[config.mk]
export PLATFORM = sky130hd
export DESIGN_NAME = sprite_regfile_dbuf
export DESIGN_NICKNAME = d
export VERILOG_FILES = /design/src/rtl/sprite_pkg.sv /design/src/rtl/vsync_edge_sync.sv /design/src/rtl/sprite_regfile_dbuf.sv
export SDC_FILE = /design/constraint.sdc
export NUM_CORES = 2
export LEC_CHECK = 0
export CAP_MARGIN = 20
export CORE_AREA = 3 3 408 410
export DETAILED_ROUTE_END_ITERATION = 10
export DIE_AREA = 0 0 411 413
export MAX_ROUTING_LAYER = met4
export PLACE_DENSITY = 0.75
export SYNTH_ARGS = -nofsm -noshare
export SYNTH_HDL_FRONTEND = slang
export SYNTH_SLANG_ARGS = --single-unit
[constraint.sdc]
create_clock -name clk -period 90.2 [get_ports clk]
set_input_delay 22.55 -clock clk [delete_from_list [all_inputs] [get_ports clk]]
set_output_delay 22.55 -clock clk [all_outputs]
set_load 0.01 [all_outputs]
[src/rtl/sprite_pkg.sv]
// Shared types and register map for the double-buffered sprite descriptor file.
package sprite_pkg;

    localparam int NUM_SPRITES_DEFAULT = 30;

    typedef logic [31:0] sprite_desc_t;

    localparam logic [5:0] ADDR_CLEAR   = 6'd60;
    localparam logic [5:0] ADDR_STATUS  = 6'd61;
    localparam logic [5:0] ADDR_COMMIT  = 6'd62;
    localparam logic [5:0] ADDR_IRQ_ACK = 6'd63;

    function automatic sprite_desc_t pack_status(input logic [15:0] frame_count,
                                                 input logic        irq_pending,
                                                 input logic        commit_pending,
                                                 input logic        vs_sync_low);
        return {frame_count, 13'b0, irq_pending, commit_pending, vs_sync_low};
    endfunction

endpackage

[src/rtl/vsync_edge_sync.sv]
// Brings the asynchronous active-low vsync into clk and flags its falling edge.
module vsync_edge_sync (
    input  logic clk,
    input  logic reset,
    input  logic vs_n_async,
    output logic vs_low,
    output logic vs_edge
);

    logic sync1;
    logic sync2;
    logic sync_d;

    // Reset to "vsync deasserted" so release never manufactures an edge.
    always_ff @(posedge clk) begin
        if (reset) begin
            sync1  <= 1'b1;
            sync2  <= 1'b1;
            sync_d <= 1'b1;
        end else begin
            sync1  <= vs_n_async;
            sync2  <= sync1;
            sync_d <= sync2;
        end
    end

    assign vs_low  = ~sync2;
    assign vs_edge = sync_d & ~sync2;

endmodule

[src/rtl/sprite_regfile_dbuf.sv]
// Avalon-slave sprite table: CPU writes a shadow copy, vsync commits it to the active copy.
// Optional frame interrupt is built when FRAME_IRQ_EN is defined.
module sprite_regfile_dbuf
    import sprite_pkg::*;
#(
    parameter int NUM_SPRITES = NUM_SPRITES_DEFAULT
) (
    input  logic                      clk,
    input  logic                      reset,
    input  logic                      chipselect,
    input  logic                      write,
    input  logic                      read,
    input  logic [5:0]                address,
    input  logic [31:0]               writedata,
    output logic [31:0]               readdata,
    input  logic                      vga_vs_n,
    output logic [NUM_SPRITES*32-1:0] sprite_flat,
    output logic                      frame_irq
);

    sprite_desc_t shadow [NUM_SPRITES];
    sprite_desc_t active [NUM_SPRITES];
    logic         commit_pending;
    logic         irq_pending;
    logic [15:0]  frame_count;
    logic         vs_low;
    logic         vs_edge;
    logic         wr_en;
    logic         rd_en;
    logic         commit;
    sprite_desc_t rd_mux;

    // Bus: a cycle with chipselect and write (or read) high is one transfer; the
    // slave never stalls, and read data appears on readdata one clock later and holds.
    assign wr_en  = chipselect & write;
    assign rd_en  = chipselect & read;
    assign commit = vs_edge & commit_pending;

    vsync_edge_sync u_vsync (
        .clk        (clk),
        .reset      (reset),
        .vs_n_async (vga_vs_n),
        .vs_low     (vs_low),
        .vs_edge    (vs_edge)
    );

    // Non-blocking update lets a coincident commit capture the pre-write shadow.
    always_ff @(posedge clk) begin
        for (int i = 0; i < NUM_SPRITES; i++) begin
            if (reset) begin
                shadow[i] <= '0;
                active[i] <= '0;
            end else begin
                if (wr_en && address == ADDR_CLEAR)
                    shadow[i] <= '0;
                else if (wr_en && address == 6'(i))
                    shadow[i] <= writedata;
                if (commit)
                    active[i] <= shadow[i];
            end
        end
    end

    // An arm write sharing the cycle with vsync wins, so it waits for the next frame.
    always_ff @(posedge clk) begin
        if (reset)
            commit_pending <= 1'b0;
        else if (wr_en && address == ADDR_COMMIT && writedata[0])
            commit_pending <= 1'b1;
        else if (commit)
            commit_pending <= 1'b0;
    end

    always_ff @(posedge clk) begin
        if (reset)
            frame_count <= '0;
        else if (vs_edge)
            frame_count <= frame_count + 16'd1;
    end

`ifdef FRAME_IRQ_EN
    always_ff @(posedge clk) begin
        if (reset)
            irq_pending <= 1'b0;
        else if (wr_en && address == ADDR_IRQ_ACK)
            irq_pending <= 1'b0;
        else if (vs_edge)
            irq_pending <= 1'b1;
    end
`else
    assign irq_pending = 1'b0;
`endif

    assign frame_irq = irq_pending;

    always_comb begin
        rd_mux = '0;
        for (int i = 0; i < NUM_SPRITES; i++) begin
            if (address == 6'(i))
                rd_mux = shadow[i];
        end
        if (address == ADDR_STATUS)
            rd_mux = pack_status(frame_count, irq_pending, commit_pending, vs_low);
    end

    always_ff @(posedge clk) begin
        if (reset)
            readdata <= '0;
        else if (rd_en)
            readdata <= rd_mux;
    end

    for (genvar g = 0; g < NUM_SPRITES; g++) begin : g_flat
        assign sprite_flat[32*g +: 32] = active[g];
    end

endmodule

==> results_dict.tcl <==
set metrics [dict create \
    antenna_found_initial 56 \
    die_y_um 413 \
    cp_num_cells 8 \
    finalCritPeriodShare 0.296 \
    finalCriticalPeriod_ns 26.73 \
    ant_nets 0 \
    reg2reg_to "active[0][399]" \
    layout_commonest_cell "edfxtp_1" \
    drive_gt1_frac 0.0909 \
    drc 0 \
    yosys_warnings 0 \
    place_area_sq_um 94500 \
    slew_viol_final 0 \
    r2r-start "u_vsync.sync2" \
    numCtsBuffers 197 \
    tightestPinTransition_ns 1.40 \
    vias 57545 \
    stdcell_count 9040 \
    first_global_vias 53653 \
    synthCells 5738 \
    leakage_nw 35.8 \
    cp_max_fo 121 \
    synth_top_area_frac 0.706 \
    wire_per_inst_um 38.3 \
    fin_nets 6698 \
    synth_seq_cells 1972 \
    fmax_mhz 37.4 \
    cts_tree "built" \
    max-vdd-ir-drop_mv 0.0197 \
    post_cts_resized 0 \
    clkLatencyLatePin_ns 0.84 \
    cts.sinks 1972 \
    die_x_um 411 \
    syn_area_sq_um 81700 \
    crit_path_max_incr_delay_ns 0.90 \
    holdWs_ns 0.438 \
    io_pins 1037 \
    synth_edf_count 1920 \
    cp-startpoint "reset" \
    final_cell_mix "1920 x edfxtp_1, 1916 x and2_1, 1008 x clkdlybuf4s50_1" \
    crit_buf_inv 6 \
    yosysTopAreaCell "edfxtp_1" \
    cp.arrival_ns 27.41 \
    ys_top_cells_by_area "edfxtp_1 71%, and2_1 15%, clkbuf_1 1.6%" \
    rsz0062_at_grt "false" \
    finalPower_mw 2.01 \
    power_density_nw_per_um2 20.0 \
    cp_top_family "buffers and inverters" \
    cp-end-kind "register" \
    grt_usage 0.410 \
    rr_worst_depth 9 \
    worst_setup_path_start_kind "input port" \
    synth-main-ff-cell "edfxtp_1" \
    start_util 0.502 \
    htreeDepth 4 \
    cts-hold-fix-buffers 0 \
    first_pass_iters 8 \
    grt_pass1_wl_um 460000 \
    drtIter0Drc 9831 \
    port-buffer-count 1035 \
    cp.required_ns 90.88 \
    setup_viol 0 \
    worstSetupEndpoint "active[0][399]" \
    hold_viol_final 0 \
    worstPathCellList "buf_2 -> buf_4 -> nor2_4 -> buf_4 -> buf_4 -> buf_4 -> buf_4 -> and2_1" \
    final_area_sq_um 101000 \
    area_growth_pct 23.5 \
    cts_buffer_depth 3 \
    fin_worst_skew_ns 0.0237 \
    wl_um 346000 \
    clk_pin_slew_worst_paths_ns 0.06 \
    slew_headroom 0.0639 \
    crit_top_cell "buf_4" \
    grt_overflow 0 \
    synth_cell_type_count 94 \
    dp_hpwl_um 245000 \
    viasPerCell 6.37 \
    status "finished, final reports clean" \
    cts_setup_buffers 0 \
    cp_slowest_cell "buf_4" \
    reg2reg_slack_ns 84.47 \
    die_area_sq_um 170000 \
    async_flop_share 0 \
    gp_congestion 1.03 \
    crit_type "in -> reg" \
    grt_max_degree 190 \
    avgSynthCellArea_sq_um 14.2 \
    maxCapViolations 0 \
    fin_tns_setup_ns 0 \
    cts_root_buf "clkbuf_16" \
    ys_seq_area_frac 0.719 \
    syn-num-nets 5783 \
    core_sq_um 163000 \
    rows 148 \
    hold_class "reg -> reg" \
    placed_cells 8625 \
]
-- stage by stage --
step	util	setup WS, ns
floorplan	-	42.55
global placement	0.579	63.00
detailed placement	0.580	62.81
CTS	0.619	63.67
global route	0.620	63.25
finish	0.620	63.47
-- logic make-up after synthesis --
group	after synthesis	share of synthesized area
flip-flops	1972	0.719
other	1	0.0000459
AO/OA/AOI/OAI	772	0.0649
buffers and inverters	476	0.0250
XOR/XNOR	11	0.00118
AND/OR/NAND/NOR	2426	0.178
multiplexers	79	0.0117
adder cells (fa/ha/maj)	1	0.000153
-- layout make-up --
class,instances,area [sq um]
flip-flops and latches,1972,58700
clock inverters,113,998
inverters,8,30.0
repair buffers,1184,11600
fillers,12095,61900
multi-input cells,3290,21500
well taps,2175,2720
diodes,52,130
clock buffers,246,5240
-- Yosys cell counts (all sizes together), types with 19 or more instances --
cell type  count
dfxtp         52
clkbuf       359
o21ai        161
edfxtp      1920
a211oi        19
and2        1919
a22oi        146
nor3          36
a221oi        41
o22ai         61
nor2         154
o221ai        21
nand2        145
a22o          19
mux2i         43
buf          109
and3          25
o211ai        19
a21oi        136
mux2          25
nand3         48
-- where the power goes --
group / internal [mW] / switching (mW) / leakage (nW)
clock: 0.452 / 0.358 / 3.05
sequential: 1.04 / 0.0396 / 19.5
combinational: 0.0414 / 0.0806 / 13.3
-- state kept, by name, summed over array words and instances (netlist names) --
signal and flops:
u_vsync.sync1 1, u_vsync.sync2 1, frame_count 16, u_vsync.sync_d 1, commit_pending 1, shadow 960
active 960, readdata 32
-- routing by layer --
metal / track usage / routed length [um] / up-vias
li1: - / - / 22641
met1: 0.512 / 122000 / 28994
met2: 0.603 / 156000 / 4892
met3: 0.105 / 42800 / 1018
met4: 0.247 / 26000 / 0
met5: - / 0 / -
-- worst min path at each step --
stage,from,slack [ns],endpoint,cells after the start
after floorplan,u_vsync.sync1,0.39,u_vsync.sync2,1
after global placement,u_vsync.sync1,0.40,u_vsync.sync2,1
after detailed placement,u_vsync.sync1,0.42,u_vsync.sync2,1
after CTS,u_vsync.sync1,0.44,u_vsync.sync2,1
after global routing,u_vsync.sync1,0.43,u_vsync.sync2,1
final,u_vsync.sync1,0.44,u_vsync.sync2,1
Note: power is estimated with default switching activity, not from simulation.
